**config.mk**
```make
export PLATFORM = sky130hd
export DESIGN_NAME = writeback_unit
export DESIGN_NICKNAME = d
export VERILOG_FILES = /design/src/rtl/cpu_pkg.sv /design/src/rtl/load_align.sv /design/src/rtl/writeback_unit.sv
export SDC_FILE = /design/constraint.sdc
export NUM_CORES = 1
export LEC_CHECK = 0
export CAP_MARGIN = 20
export CORE_MARGIN = 10
export CORE_UTILIZATION = 30
export DETAILED_ROUTE_END_ITERATION = 8
export GPL_TIMING_DRIVEN = 1
export MAX_ROUTING_LAYER = met4
export PLACE_DENSITY_LB_ADDON = 0.25
export SYNTH_ARGS = -nofsm -noshare
export SYNTH_HDL_FRONTEND = slang
export SYNTH_SLANG_ARGS = --single-unit
```
**constraint.sdc**
```tcl
create_clock -name clk -period 3.1 [get_ports clk]
set_input_delay 0.62 -clock clk [delete_from_list [all_inputs] [get_ports clk]]
set_output_delay 0.62 -clock clk [all_outputs]
set_load 0.02 [all_outputs]
```
**src/rtl/cpu_pkg.sv**
```systemverilog
// Shared pipeline types: RISC-V load funct3 encodings and the writeback queue entry.
// Entry fields are sized for the widest supported configuration; users truncate to their widths.
package cpu_pkg;

    localparam int XLEN_MAX  = 64;
    localparam int REG_W_MAX = 8;

    localparam logic [2:0] LD_LB  = 3'b000;
    localparam logic [2:0] LD_LH  = 3'b001;
    localparam logic [2:0] LD_LW  = 3'b010;
    localparam logic [2:0] LD_LD  = 3'b011;
    localparam logic [2:0] LD_LBU = 3'b100;
    localparam logic [2:0] LD_LHU = 3'b101;
    localparam logic [2:0] LD_LWU = 3'b110;

    typedef struct packed {
        logic                 wen;
        logic [REG_W_MAX-1:0] rd;
        logic [XLEN_MAX-1:0]  data;
    } wb_entry_t;

endpackage

```
**src/rtl/load_align.sv**
```systemverilog
// Load data formatter: picks the byte/half/word lane from addr_lo and sign/zero-extends.
// Purely combinational, no handshake; non-loads and LD/unknown encodings pass through.
module load_align
    import cpu_pkg::*;
#(
    parameter int XLEN = 32
) (
    input  logic [XLEN-1:0]             data,
    input  logic [2:0]                  fmt,
    input  logic [$clog2(XLEN/8)-1:0]   addr_lo,
    input  logic                        is_load,
    output logic [XLEN-1:0]             formatted
);

    localparam int AW = $clog2(XLEN/8);

    logic [AW-1:0]   half_lane;
    logic            word_lane;
    logic [XLEN-1:0] byte_sh;
    logic [XLEN-1:0] half_sh;
    logic [XLEN-1:0] word_sh;

    always_comb begin
        half_lane    = addr_lo;
        half_lane[0] = 1'b0;
        // Only a 64-bit datapath has two word lanes.
        word_lane    = (XLEN == 64) ? addr_lo[AW-1] : 1'b0;
        byte_sh      = data >> {addr_lo, 3'b000};
        half_sh      = data >> {half_lane, 3'b000};
        word_sh      = data >> {word_lane, 5'b00000};
    end

    always_comb begin
        formatted = data;
        if (is_load) begin
            case (fmt)
                LD_LB:   formatted = XLEN'($signed(byte_sh[7:0]));
                LD_LBU:  formatted = XLEN'(byte_sh[7:0]);
                LD_LH:   formatted = XLEN'($signed(half_sh[15:0]));
                LD_LHU:  formatted = XLEN'(half_sh[15:0]);
                LD_LW:   formatted = XLEN'($signed(word_sh[31:0]));
                LD_LWU:  formatted = XLEN'(word_sh[31:0]);
                default: formatted = data;
            endcase
        end
    end

endmodule

```
**src/rtl/writeback_unit.sv**
```systemverilog
// Writeback stage: formats loads, queues results in a 2-entry FIFO, drives the shared regfile port.
// Latency 1 cycle accept-to-write; in_ready drops when the queue is full (registered, no grant path).
module writeback_unit
    import cpu_pkg::*;
#(
    parameter int XLEN  = 32,
    parameter int REG_W = 6,
    parameter int CNT_W = 64
) (
    input  logic                        clk,
    input  logic                        rst,
    input  logic                        in_valid,
    output logic                        in_ready,
    input  logic                        in_writeback,
    input  logic [XLEN-1:0]             in_data,
    input  logic [REG_W-1:0]            in_rd,
    input  logic                        in_is_load,
    input  logic [2:0]                  in_ld_fmt,
    input  logic [$clog2(XLEN/8)-1:0]   in_addr_lo,
    output logic [XLEN-1:0]             regdata,
    output logic [REG_W-1:0]            regno,
    output logic                        write,
    input  logic                        rf_grant,
    output logic                        byp0_valid,
    output logic [REG_W-1:0]            byp0_rd,
    output logic [XLEN-1:0]             byp0_data,
    output logic                        byp1_valid,
    output logic [REG_W-1:0]            byp1_rd,
    output logic [XLEN-1:0]             byp1_data,
    output logic [CNT_W-1:0]            instret
);

    wb_entry_t       mem [2];
    logic            wp;
    logic            rp;
    logic [1:0]      count;
    logic [1:0]      count_nxt;
    logic            rdy;
    logic            push;
    logic            pop;
    logic            head_vld;
    logic            tail_vld;
    wb_entry_t       head;
    wb_entry_t       tail;
    logic [XLEN-1:0] fmt_data;
    logic            wb_unused;

    load_align #(.XLEN(XLEN)) u_load_align (
        .data      (in_data),
        .fmt       (in_ld_fmt),
        .addr_lo   (in_addr_lo),
        .is_load   (in_is_load),
        .formatted (fmt_data)
    );

    assign head     = mem[rp];
    assign tail     = mem[~rp];
    assign head_vld = (count != 2'd0);
    assign tail_vld = (count == 2'd2);

    assign in_ready = rdy;
    assign push     = in_valid & rdy;
    assign write    = head_vld & head.wen;
    // Non-writing entries drain without waiting for the shared port.
    assign pop      = head_vld & (~head.wen | rf_grant);

    always_comb begin
        count_nxt = count;
        case ({push, pop})
            2'b10:   count_nxt = count + 2'd1;
            2'b01:   count_nxt = count - 2'd1;
            default: count_nxt = count;
        endcase
    end

    always_ff @(posedge clk) begin
        if (rst) begin
            mem[0]  <= '0;
            mem[1]  <= '0;
            wp      <= 1'b0;
            rp      <= 1'b0;
            count   <= 2'd0;
            rdy     <= 1'b0;
            instret <= '0;
        end else begin
            if (push) begin
                mem[wp] <= '{wen:  in_writeback & (in_rd != '0),
                             rd:   REG_W_MAX'(in_rd),
                             data: XLEN_MAX'(fmt_data)};
                wp      <= ~wp;
            end
            if (pop) begin
                rp      <= ~rp;
                instret <= instret + CNT_W'(1);
            end
            count <= count_nxt;
            // Ready is precomputed from next occupancy so it never sees rf_grant combinationally.
            rdy   <= (count_nxt != 2'd2);
        end
    end

    assign regdata    = head_vld ? head.data[XLEN-1:0] : '0;
    assign regno      = head_vld ? head.rd[REG_W-1:0]  : '0;

    assign byp0_valid = write;
    assign byp0_rd    = head_vld ? head.rd[REG_W-1:0]  : '0;
    assign byp0_data  = head_vld ? head.data[XLEN-1:0] : '0;
    assign byp1_valid = tail_vld & tail.wen;
    assign byp1_rd    = tail_vld ? tail.rd[REG_W-1:0]  : '0;
    assign byp1_data  = tail_vld ? tail.data[XLEN-1:0] : '0;

    // Entry bits above the configured widths are always zero.
    assign wb_unused = |(mem[0].data >> XLEN) | |(mem[1].data >> XLEN)
                     | |(mem[0].rd >> REG_W)  | |(mem[1].rd >> REG_W);

endmodule

```
==> metrics.cfg, run 1 <==
[place]
placed_area_um2 = 10800
place_inst = 1413
post-dp-hpwl_um = 19800
pre_cts_ws_ns = 0.319
routabilityCongestion = 0.881
io_buffers = 230

[clocking]
root_buffer = clkbuf_16
cts_buffers = 17
clk_pin_slew_ns = 0.06
post_cts_buffers = 0
cts_resized = 0
clock_latency_ns = 0.42
clock_sinks = 148
clock_tree.buffer_depth = 2
cts_tree = built
ctsHoldBuffers = 0
h-tree-depth = 4

[global_route]
antenna_found_initial = 1
grtUsageTotal = 0.159
grt_pass1_vias = 7450
gr-total-overflow = 0
grt_max_degree = 45
grt_pass1_wl_um = 42000

[synth]
yosysSeqAreaShare = 0.456
yosysWarnings = 0
syn_nets = 954
syn_area_um2 = 8210
synth_cell_types = 52
postSynth.asyncResetShare = 0
synth_top_cell_area_share = 0.285
avgSynthCellArea_um2 = 9.10
synthCells = 903
synth_ff_type = edfxtp_1
synthTopCellsByArea = edfxtp_1 (29%), dfxtp_1 (17%), mux2i_1 (9.7%)
synth_seq_cells = 148
synth_top_area_cell = edfxtp_1
synth_edf_count = 78

[power]
p_per_area_nw_per_um2 = 648
p_leak_nw = 3.83
power_mw = 7.37
ir_worst_vdd_uv = 325

[timing]
rsz0062_at_grt = false
setup_tns_ns = 0
finalHoldViolations = 0
relSlewSlack = 0.578
slew_viol_final = 0
worstMarginPinSlew_ns = 0.627
holdWs_ns = 0.492
fin_crit_ns = 2.91
setup_ws_ns = 0.187
fmax_mhz = 343
finalClockSkew_ns = 0.0145
finalSetupViolCount = 0
final.period_utilization = 0.940

[finish]
layout_common_cells = clkdlybuf4s50_1 (229), nor2_1 (146), a21oi_1 (82)
final_common_cell = clkdlybuf4s50_1
utilization = 0.422
nets = 1142
final_area_um2 = 11400
final_cells = 1446
drive_gt1_frac = 0.0752
syn_to_final_growth_pct = 38.5

[detailed_routing]
vias_per_cell = 5.17
routed_wl_um = 27200
num_vias = 7475
drt_pass1_iterations = 5
wl_per_cell_um = 18.8
antenna_left = 0
drc = 0
drtIter0Drc = 613

[floorplan]
start_util = 0.305
fp-row-count = 60
die_h_um = 185
die_w_um = 185
dieArea_um2 = 34400
core_area_um2 = 27000
io_pins = 231

[min_path]
hp-class = reg2reg

[setup_path]
critPathLaunchType = flip-flop
required_ns = 2.48
cp_max_fo = 39
crit_family = buffers and inverters
slowest_stage = clkdlybuf4s50_1
cp-end-kind = primary output
worstPathArrival_ns = 2.29
cp_num_buf_inv = 2
max_stage_delay_ns = 0.59
path_class = reg2out
crit_chain = nand2b_2, buf_4, nor2_1, clkdlybuf4s50_1

[job]
drv_cap = 0

[run_status]
status = finished, final reports clean

==> tightest hold or removal path, stage by stage, from the launching register on <==
cell     delay (ns)
dfxtp_1        0.32
o31ai_1        0.07
a21oi_1        0.05
==> synth_stat cells, types with 9 or more instances <==
cell      number
dfxtp_1       70
mux2i_1       80
a21oi_1       82
and2_1        15
edfxtp_1      78
xor2_1        10
buf_4         39
or3_1         23
o21ai_0       42
xnor2_1       22
nand2_1       58
o31ai_1       12
nor3_1         9
nor4_1        14
nor2_1       147
clkbuf_1      48
or4_1         13
nand3_1       23
nand4_1       16
and3_1        19
==> registers in the layout, summed over array words and instances, names as in the netlist, named ones only <==
register,cells
rp,1
in_ready,1
wp,1
count,2
mem,78
instret,64
==> cells by family (layout without fill, tap and decap cells) <==
group	after synthesis	count (layout)	share of synthesized area
compound gates	171	171	0.121
xor+xnor	32	32	0.0341
fa+ha+maj	2	2	0.00305
buf+inv	102	303	0.0653
flops	148	148	0.456
mux	83	83	0.103
other cells	0	1	0
simple gates	365	365	0.218
==> layout make-up <==
class	instances	area [um2]
fill	2614	15600
multi-input combinational	653	3960
sequential	148	3750
timing repair buffer	263	2590
clock buffer	25	559
tap	341	427
clock inverter	7	52.6
inverter	8	30.0
antenna	1	2.50
==> per-layer routing <==
layer,up-vias,track usage,share of wire
met5,-,-,0
met4,0,0.0393,0.013
met3,20,0.0316,0.057
met2,252,0.256,0.48
met1,3608,0.202,0.45
li1,3595,-,-
==> report_power, final <==
part | internal (mW) | switching [mW] | total [mW]
Sequential | 2.23 | 0.148 | 2.38
Combinational | 1.27 | 1.61 | 2.88
Clock | 1.26 | 0.840 | 2.10
==> final timing paths <==
path,from,end,slack (ns),cells after the start
worst max register to register,instret[7],instret[55],0.39,5
worst max-delay path,count[0],byp1_data[15],0.19,4
worst min register to register,instret[63],instret[63],0.49,2
worst min-delay path,instret[63],instret[63],0.49,2
Note: power is estimated with default switching activity, not from simulation.
==> inputs of run 2 (changes only) <==
--- a/config.mk
+++ b/config.mk
@@ -8,6 +8,7 @@
 export CAP_MARGIN = 20
 export CORE_MARGIN = 10
 export CORE_UTILIZATION = 30
+export CTS_BUF_LIST = sky130_fd_sc_hd__clkbuf_2 sky130_fd_sc_hd__clkbuf_4 sky130_fd_sc_hd__clkbuf_8
 export DETAILED_ROUTE_END_ITERATION = 8
 export GPL_TIMING_DRIVEN = 1
 export MAX_ROUTING_LAYER = met4
==> run 2 against run 1 <==
Count of clock-buffer cells in the layout shrank 3. Cell area down 1.5%. Sequential share of layout area up 0.50 points. Die area did not move. Core utilization down 0.63 points. Critical path depth did not move. Power shrank 5.7%. Wire length about the same. Clock power fell by 20%. Fmax decreased by 0.68%. Flip-flop and latch count unchanged. Via count down 0.54%.
==> metrics.cfg, run 2 (synthesis gave the netlist of run 1 again) <==
[run_status]
status = finished, final reports clean

[power]
p_per_area_nw_per_um2 = 620  ; -4.3%
switching_share = 0.366  ; +0.0132
internal_power_mw = 4.40  ; -7.6%
ir_worst_vdd_uv = 303  ; -6.8%
p_sw_mw = 2.55  ; -2.2%
power_frac_clock = 0.242  ; -0.044
comb_power_share = 0.417  ; +0.025
pwr-share-seq = 0.342  ; +0.019
p_leak_nw = 3.76  ; -2.0%

[finish]
largest-register = mem
final_common_cell = clkdlybuf4s50_1
layout_common_cells = clkdlybuf4s50_1 (229), nor2_1 (146), a21oi_1 (82)
utilization = 0.416  ; -0.00627
largest_register_ffs = 78  ; unchanged
reg_top3 = mem: 78 flops, instret: 64 flops, count: 2 flops
nets = 1142  ; unchanged
syn_to_final_growth_pct = 36.4
fill_cells = 2627  ; +0.50%
drive_gt1_frac = 0.0761  ; +0.000906

[global_route]
grt_pass1_wl_um = 41800  ; -0.41%
grtUsageTotal = 0.159  ; -0.000467
grt_pass1_vias = 7403  ; -0.63%
gr-total-overflow = 0  ; unchanged
antenna_found_initial = 1  ; unchanged
grt_max_degree = 45  ; unchanged

[floorplan]
fp-row-count = 60  ; unchanged
start_util = 0.305  ; unchanged
dieArea_um2 = 34400  ; unchanged
die_w_um = 185  ; unchanged
die_h_um = 185  ; unchanged
io_pins = 231  ; unchanged
core_area_um2 = 27000  ; unchanged

[setup_path]
cp-end-kind = primary output
rr_startpoint = instret[7]
cp_max_fo = 24  ; -38%
required_ns = 2.48  ; about the same
path_class = reg2out
critPathLaunchType = flip-flop
worstPathArrival_ns = 2.31  ; +0.02 ns
r2r_end = instret[61]
r2r_cells = 5  ; unchanged
regToRegSetupSlack_ns = 0.40  ; about the same
critPathCapture = byp0_rd[4]

[min_path]
hp-class = reg2reg
hold_depth = 2  ; unchanged

[detailed_routing]
drtIter0Drc = 575  ; -6.2%
antenna_left = 0  ; unchanged
routed_wl_um = 27200  ; about the same
vias_per_cell = 5.14  ; -0.54%
drc = 0  ; unchanged
wl_per_cell_um = 18.8  ; about the same
num_vias = 7435  ; -0.54%
drt_pass1_iterations = 5  ; unchanged

[timing]
worstMarginPinSlew_ns = 0.622  ; -0.00570 ns
final.period_utilization = 0.946  ; +0.00645
finalHoldViolations = 0  ; unchanged
fin_crit_ns = 2.93  ; +0.0200 ns
setup_tns_ns = 0  ; unchanged
relSlewSlack = 0.582  ; +0.00383
finalSetupViolCount = 0  ; unchanged
finalClockSkew_ns = 0.0219  ; +0.00741 ns
slew_viol_final = 0  ; unchanged
rsz0062_at_grt = false
fmax_mhz = 341  ; -0.68%

[clocking]
h-tree-depth = 4  ; unchanged
cts_tree = built
clock_sinks = 148  ; unchanged
root_buffer = clkbuf_8
cts_buffers = 17  ; unchanged
clock_latency_ns = 0.45  ; +0.03 ns
clk_pin_slew_ns = 0.09  ; +0.03 ns
clock_tree.buffer_depth = 2  ; unchanged

[job]
drv_cap = 0  ; unchanged

[place]
routabilityCongestion = 0.881  ; unchanged
io_buffers = 230  ; unchanged
post-dp-hpwl_um = 19800  ; unchanged

[run 2: cell count changes in the layout (fill, tap and decap cells not counted), sizes merged]
cell,previous run,this run
clkbuf,25,22
bufinv,0,3
[run 2: repair_timing]
| action | CTS | global route |
|---|---|---|
| resized for setup | 0 | 1 |
| hold buffers | 0 | 0 |
| buffers inserted | 0 | 0 |
| endpoints found under the setup margin | 0 | 2 |
[run 2: power groups by stage]
stage | clock network, mW | logic, mW | registers [mW]
final | 1.68 | 2.89 | 2.37
after global routing | 1.79 | 3.10 | 2.40
after CTS | 1.71 | 2.95 | 2.37
after detailed placement | 0 | 2.93 | 2.42
after global placement | 0 | 2.92 | 2.42
after floorplan | 0 | 1.85 | 2.35
[run 2: through the flow]
stage | instances | area (um2) | power, mW | setup WS [ns] | hold slack, ns
3_3_place_gp | 1413 | 10800 | 5.33 | 0.368 | 0.481
2_1_floorplan | 903 | 8210 | 4.20 | 0.0444 | 0.521
4_1_cts | 1445 | 11200 | 7.03 | 0.101 | 0.496
5_1_grt | 1446 | 11200 | 7.28 | 0.00910 | 0.537
6_report | 1446 | 11200 | 6.95 | 0.167 | 0.495
3_5_place_dp | 1413 | 10800 | 5.35 | 0.319 | 0.484
[run 2: layout make-up]
cell class	count	area (um2)	area share
repair buffers	263	2600	0.232
clock inverters	10	143	0.0127
flip-flops and latches	148	3750	0.334
diodes	1	2.50	0.000223
clock buffers	22	297	0.0265
well taps	341	427	0.0381
multi-input cells	653	3960	0.354
inverters	8	30.0	0.00268
[run 2: worst min path at each step]
stage                startpoint     endpoint
finish              instret[63]  instret[63]
global route        instret[61]  instret[61]
CTS                 instret[63]  instret[63]
detailed placement  instret[63]  instret[63]
global placement    instret[63]  instret[63]
floorplan              count[1]     count[1]
[run 2: critical path: stages (launching register included)]
cell and delay [ns]:
dfxtp_2 0.39, buf_4 0.42, mux2i_1 0.13, nor2_1 0.25, clkdlybuf4s50_1 0.67
[run 2: layer usage]
layer / vias up / track usage / share of wire
li1: 3589 / - / -
met1: 3602 / 0.202 / 0.45
met2: 221 / 0.255 / 0.48
met3: 23 / 0.0320 / 0.052
met4: 0 / 0.0387 / 0.014
met5: - / - / 0
==> inputs of run 3 (changes only) <==
==> constraint.sdc (replaced) <==
create_clock -name clk -period 2.9 [get_ports clk]
set_input_delay 0.58 -clock clk [delete_from_list [all_inputs] [get_ports clk]]
set_output_delay 0.58 -clock clk [all_outputs]
set_load 0.02 [all_outputs]
==> run 3 against run 2 <==
Core utilization rose by 0.54 points. Flip-flop and latch count did not move. Cell count rose by 0.55%. Combinational power rose by 7.6%. Setup slack improved by 0.0033 ns. Non-clock buffer count rose by 5. Clock power rose by 16%.
==> metrics.cfg, run 3 (synthesis gave the netlist of run 1 again) <==
[run_status]
status = finished, final reports clean

[setup_path]
rr_startpoint = instret[5]
required_ns = 2.32  ; -0.16 ns
critPathLaunchType = flip-flop
worstPathArrival_ns = 2.15  ; -0.16 ns
r2r_cells = 5  ; unchanged
cp_max_fo = 31  ; +29%
regToRegSetupSlack_ns = 0.19  ; -0.21 ns
path_class = reg2out
cp-end-kind = primary output
r2r_end = instret[59]
crit_path_start = count[0]
critPathCapture = regdata[29]

[power]
p_leak_nw = 3.82  ; +1.6%
p_per_area_nw_per_um2 = 670  ; +8.1%
ir_worst_vdd_uv = 337  ; +11%

[clocking]
root_buffer = clkbuf_8
clk_pin_slew_ns = 0.08  ; about the same
cts_buffers = 17  ; unchanged
h-tree-depth = 4  ; unchanged
clock_tree.buffer_depth = 2  ; unchanged
clock_latency_ns = 0.45  ; about the same
cts_tree = built
clock_sinks = 148  ; unchanged

[detailed_routing]
m1WireLength_um = 12200  ; -1.4%
wl_met2_um = 12800  ; -2.0%
num_vias = 7310  ; -1.7%
antenna_left = 0  ; unchanged
drt_pass1_iterations = 6  ; +1
drc = 0  ; unchanged
wl_per_cell_um = 18.4  ; -2.0%
routed_wl_um = 26800  ; -1.4%
vias_per_cell = 5.03  ; -2.2%
dr_wl_met3_um = 1430  ; +0.42%
drtIter0Drc = 372  ; -35%
highest_layer = met4

[place]
placed_area_um2 = 10900  ; +0.86%
place_inst = 1417  ; +0.28%
io_buffers = 230  ; unchanged
post-dp-hpwl_um = 19500  ; -1.6%
routabilityCongestion = 0.902  ; +2.4%

[finish]
drive_gt1_frac = 0.0803  ; +0.00424
syn_to_final_growth_pct = 38.2
final_common_cell = clkdlybuf4s50_1
ff_latch_area_um2 = 3750  ; about the same
fill_cells = 2665  ; +1.4%
multiInputGateArea_um2 = 3960  ; unchanged
final_cells = 1454  ; +0.55%
largest_register_ffs = 78  ; unchanged
reg_top3 = mem: 78 flops, instret: 64 flops, count: 2 flops
utilization = 0.421  ; +0.00539
nets = 1147  ; +0.44%
largest-register = mem
layout_common_cells = clkdlybuf4s50_1 (229), nor2_1 (146), a21oi_1 (82)
final_area_um2 = 11300  ; +1.3%

[global_route]
grt_max_degree = 61  ; +36%
gr-total-overflow = 0  ; unchanged
grt_pass1_vias = 7170  ; -3.1%
grt_pass1_wl_um = 40800  ; -2.4%
grtUsageTotal = 0.156  ; -0.00313
antenna_found_initial = 3  ; +2

[floorplan]
dieArea_um2 = 34400  ; unchanged
fp-row-count = 60  ; unchanged
start_util = 0.305  ; unchanged
io_pins = 231  ; unchanged
core_area_um2 = 27000  ; unchanged
die_h_um = 185  ; unchanged
die_w_um = 185  ; unchanged

[timing]
fin_crit_ns = 2.73
relSlewSlack = 0.564  ; -0.0181
fmax_mhz = 366
setup_tns_ns = 0  ; unchanged
finalClockSkew_ns = 0.0251  ; +0.00325 ns
rsz0062_at_grt = false
slew_viol_final = 0  ; unchanged
final.period_utilization = 0.941
finalHoldViolations = 0  ; unchanged
worstMarginPinSlew_ns = 0.655  ; +0.0328 ns
finalSetupViolCount = 0  ; unchanged

[min_path]
hp-class = reg2reg

[job]
drv_cap = 0  ; unchanged

-- run 3: cell type report --
class | count | share of cell area
repair buffers | 268 | 0.237
clock buffers | 23 | 0.0268
multi-input cells | 653 | 0.349
well taps | 341 | 0.0376
flip-flops and latches | 148 | 0.330
diodes | 5 | 0.00110
inverters | 8 | 0.00265
clock inverters | 8 | 0.0152
-- run 3: worst min path at each step --
stage | start | end | slack [ns] | cells past startpoint
2_1_floorplan | count[1] | count[1] | 0.52 | 2
3_5_place_dp | instret[63] | instret[63] | 0.48 | 2
5_1_grt | rst | wp | 0.48 | 2
4_1_cts | rst | flip-flop | 0.46 | 2
3_3_place_gp | instret[63] | instret[63] | 0.48 | 2
6_report | instret[63] | instret[63] | 0.49 | 2
-- run 3: worst max-delay path, cell delays in order (launching register included) --
cell and delay (ns):
dfxtp_1 0.49, nor2_4 0.14, buf_12 0.20, nor2_1 0.22, clkdlybuf4s50_1 0.66
-- run 3: timing repair --
item                                    4_1_cts  5_1_grt
gates resized for setup                       0        1
endpoints found under the setup margin        0        5
hold endpoints to repair                      0        0
hold buffers                                  0        0
buffers inserted                              0        0
-- run 3: metrics by stage --
| stage | hold slack (ns) | total power [mW] | worst slack, ns |
|---|---|---|---|
| floorplan | 0.521 | 4.49 | 0.258 |
| global placement | 0.475 | 5.72 | 0.237 |
| detailed placement | 0.479 | 5.74 | 0.200 |
| CTS | 0.464 | 7.70 | 0.0874 |
| global route | 0.479 | 7.97 | 0.0372 |
| finish | 0.487 | 7.60 | 0.170 |
-- run 3: report_power, final --
group | switching (mW) | internal (mW) | leakage (nW)
logic | 1.70 | 1.41 | 2.19
clock network | 0.815 | 1.14 | 0.243
registers | 0.163 | 2.38 | 1.38
-- run 3: metal layers --
metal	vias to the layer above	GRT usage
met2	193	0.246
met4	0	0.0562
met3	23	0.0292
li1	3606	-
met1	3488	0.196
met5	-	-
==> edit 1, RTL diff (config.mk and constraints of run 3) <==
`XLEN` is set to 32 in 2 places; all go to 64.
--- a/src/rtl/load_align.sv
+++ b/src/rtl/load_align.sv
@@ -3,7 +3,7 @@
 module load_align
     import cpu_pkg::*;
 #(
-    parameter int XLEN = 32
+    parameter int XLEN = 64
 ) (
     input  logic [XLEN-1:0]             data,
     input  logic [2:0]                  fmt,
--- a/src/rtl/writeback_unit.sv
+++ b/src/rtl/writeback_unit.sv
@@ -3,7 +3,7 @@
 module writeback_unit
     import cpu_pkg::*;
 #(
-    parameter int XLEN  = 32,
+    parameter int XLEN  = 64,
     parameter int REG_W = 6,
     parameter int CNT_W = 64
 ) (
Interface: changed (5 resized); port bits go from 231 to 360. The function was not compared with the original's and may differ.
==> edit 1 against run 3 <==
- hold slack improved by 0.0081 ns
- sequential cell count up 64
- synthesized cell count is 43% higher
- synthesized area increased by 54%
- total power rose by 57%
- routed wire length rose by 85%
- setup slack got worse by 0.076 ns
- combinational power grew 61%
- final cell count grew 49%
- non-clock buffer count grew 164
- first-iteration DRC count grew 97%
- final area rose by 56%
- core utilization rose by 0.30 points
- critical endpoint is now byp1_data[54]
==> edit 1: results (changes against run 3) <==
* Sw Pwr at 0.004409 W (+64%)
* IO Port Bufs at 359 (+56%)
* Top area cells in the synthesized netlist: edfxtp_1 34%, mux2i_1 14%, dfxtp_1 11%
* PD cells at 670.7 nW/µm² (about the same)
* Clk buf depth at 3 (+1)
* Commonest cells post-synth: 233 x nor2_1, 171 x mux2i_1, 142 x edfxtp_1, 71 x buf_4, 70 x dfxtp_1
* Largest net degree at the start of global routing at 74 (+21%)
* Slew HR at 0.4672 (-0.09636)
* CTS resizes at 63 (+63)
* Avg Cell Area, Syn at 9.812 µm² (+7.9%)
* Hold_sp: instret[49]$_SDFFE_PP0P_
* GRT Resource Usage Total at 0.1894 (+0.03358)
* R2R depth at 6 (+1)
* Status: finished clean
* Synth Area in Adders at 0.001976 (-0.001071)
* CP Capture Point: byp1_data[54]
* Logic pwr share at 0.422 (+0.013)
* Dpl cells at 2093 (+48%)
* Placed wire-length estimate at 36460 µm (+87%)
* Synth cell types at 49 (-5.8%)
* Regs by FF count: mem: 142 flops, instret: 64 flops, count: 2 flops
* Hold Crit Endpoint: instret[49]$_SDFFE_PP0P_
* Layout Skew at 0.02678 ns (+0.001630 ns)
* P_leak at 7.294 nW (+91%)
* First-pass GRT wire length at 71270 µm (+75%)
* Clock share of power at 0.266 (+0.009)
* Pre-CTS setup slack at 0.05778 ns (-0.1418 ns)
* EDFF count, synth at 142 (+82%)
* Seq/Total Area, Yosys at 0.4473 (-0.008496)
* Post-CTS setup buffer count at 1 (+1)
* Clock slew at reported path FFs at 0.06 ns (-0.02 ns)
* CTS Buf Count at 39 (+22)
* Worst R2R Setup Slack at 0.37 ns (+0.18 ns)
* Crit path max fanout at 38 (+23%)
* Clk_lat worst skew at 0.57 ns (+0.12 ns)
-- edit 1: changes by cell type in the layout (fill, tap and decap cells not counted), sizes merged, moves of 33 or more --
cell                  run 3  this run
buf                      38        73
clkbuf                   24        57
nor3                      9        63
nor2                    147       233
a21o                      6        65
edfxtp                   78       142
clkdlybuf4s50           229       275
a21oi                    82        47
mux2i                    80       172
dlygate4sd2               0        52
-- edit 1: final cells by class --
class                           instances  area (µm²)
Antenna cell                            3       7.507
Clock inverter                         16       157.7
Fill cell                            4124       24100
Sequential cell                       212        5673
Inverter                               16       60.06
Clock buffer                           56       683.2
Timing Repair Buffer                  432        4379
Tap cell                              539       674.4
Multi-Input combinational cell        897        6115
-- edit 1: routing by layer --
metal | vias up | track usage | part of all wire
met2 | 341 | 0.3062 | 0.48
met4 | 0 | 0.05708 | 0.025
li1 | 5260 | - | -
met1 | 5452 | 0.2382 | 0.45
met5 | - | - | 0
met3 | 67 | 0.03279 | 0.053
==> edit 2, RTL diff (flow settings as in run 3) <==
Made on the original files. Reset style: asynchronous (`rst`), changed in one clocked block.
--- a/src/rtl/writeback_unit.sv
+++ b/src/rtl/writeback_unit.sv
@@ -73,7 +73,7 @@
         endcase
     end
 
-    always_ff @(posedge clk) begin
+    always_ff @(posedge clk or posedge rst) begin
         if (rst) begin
             mem[0]  <= '0;
             mem[1]  <= '0;
Behaviour: differs if rst is asserted again (counterexample within 4 cycles, from zero or initial values and one cycle with rst high); with rst held inactive, the same outputs for 4 cycles.
==> edit 2 against run 3 <==
- synthesized area fell by 2.3%
- register-to-register slack gained 0.40 ns
- critical path depth did not move
- sequential cell count down 1
- core utilization about the same
- setup slack got worse by 0.081 ns
- routed wire length is 4.3% lower
- final area shrank 2.8%
- via count down 6.5%
- hold slack worse by 0.011 ns
- critical path type unchanged
Power is not compared: it rests on default switching activity, and its combinational part moved more than twofold at a synthesized area within 25%.
==> edit 2: results (changes against run 3) <==
* GRT met3 Usage at 0.04881 (+0.01957)
* Post-CTS setup buffer count at 3 (+3)
* First-pass GRT wire length at 40340 µm (-1.1%)
* Aggregate routed wire length at 25660 µm (-4.3%)
* Dpl cells at 1374 (-3.0%)
* Synth Area in XOR/XNOR at 0.07310 (+0.03898)
* Drt pass-1 iters at 5 (-1)
* Vias in the first global route at 7258 (+1.2%)
* GRT Resource Usage Total at 0.1561 (+0.0002114)
* N_diodes at 0 (-5)
* Crit path DAT at 2.23 ns (+0.08 ns)
* GR Layer Usage met1 at 0.1893 (-0.006259)
* Post-synth top flop: dfrtp_1
* Placed Area at 10540 µm² (-2.9%)
* Status: finished clean
* Met2 Track Usage GR at 0.2478 (+0.001962)
* Final #Nets at 1112 (-3.1%)
* Layout Skew at 0.01524 ns (-0.009907 ns)
* Share of layout cells above drive strength 1 at 0.08101 (+0.0006807)
* Initial antenna violation count at 0 (-3)
* Metal3 WL at 1888 µm (+32%)
* Pre-CTS setup slack at 0.2536 ns (+0.05410 ns)
* Iter 0 DRT Violations at 397 (+6.7%)
* Post-route setup TNS at 0 ns (unchanged)
* Filler cell count at 2574 (-3.4%)
* P_leak at 5.040 nW
* Post-Syn Nets at 916 (-4.0%)
* Setup crit start: rp$_DFFE_PP0P_
* CTS Buf Count at 17 (unchanged)
* Slew HR at 0.6527 (+0.08913)
* Total number of vias at 6832 (-6.5%)
* Final Wtd Congestion at 0.8782 (-2.7%)
* Placed wire-length estimate at 19150 µm (-1.7%)
* Clock net power at 0.00168 W
* Routed WL per cell at 18.21 µm (-1.3%)
* Synth cell types at 45 (-13%)
* Seq/Total Area, Yosys at 0.4582 (+0.002479)
* Met1 WL at 11500 µm (-5.6%)
* Largest net degree at the start of global routing at 80 (+31%)
* Asr flop ratio synth at 1.000 (+1.000)
* Mux contribution to synthesized area at 0.1183 (+0.01533)
* Avg Cell Area, Syn at 9.281 µm² (+2.0%)
* Commonest cells post-synth: 147 x dfrtp_1, 138 x nor2_1, 124 x nand2_1, 90 x mux2i_1
* Hold_sp: instret[63]$_DFFE_PP0P_
* Compound-Gate Fraction of Synth Area at 0.07123 (-0.05002)
* Final core occ at 0.4210 (about the same)
* DR WL met2 at 11910 µm (-6.8%)
* Synth Area in Adders at 0.003117 (+0.00007075)
* Crit path max fanout at 12 (-61%)
* Top area cells in the synthesized netlist: dfrtp_1 46%, mux2i_1 11%, nor2_1 6.5%
-- edit 2: cells by family (layout without fill, tap and decap cells) --
logic type | after synthesis | count (layout)
simple gates | 363 | 363
flops | 147 | 147
compound gates | 101 | 101
mux | 93 | 93
buf+inv | 92 | 301
xor+xnor | 67 | 67
fa+ha+maj | 2 | 2
-- edit 2: worst paths after layout --
path                                                 to  slack, ns  depth (start not counted)
worst max register to register  instret[54]$_DFFE_PP0P_       0.59                          6
worst min register to register  instret[63]$_DFFE_PP0P_       0.48                          1
min in group asynchronous           mem[10]$_DFFE_PP0P_       0.59                          3
max in group asynchronous           mem[68]$_DFFE_PP0P_       1.89                          3
worst max-delay path                        regdata[24]       0.09                          4
worst min-delay path            instret[63]$_DFFE_PP0P_       0.48                          1
-- edit 2: cell type report --
class	instances	area share
multi-input cells	626	0.3496
well taps	335	0.03799
clock inverters	12	0.01304
inverters	11	0.004083
flip-flops and latches	147	0.3337
repair buffers	258	0.2371
clock buffers	20	0.02438
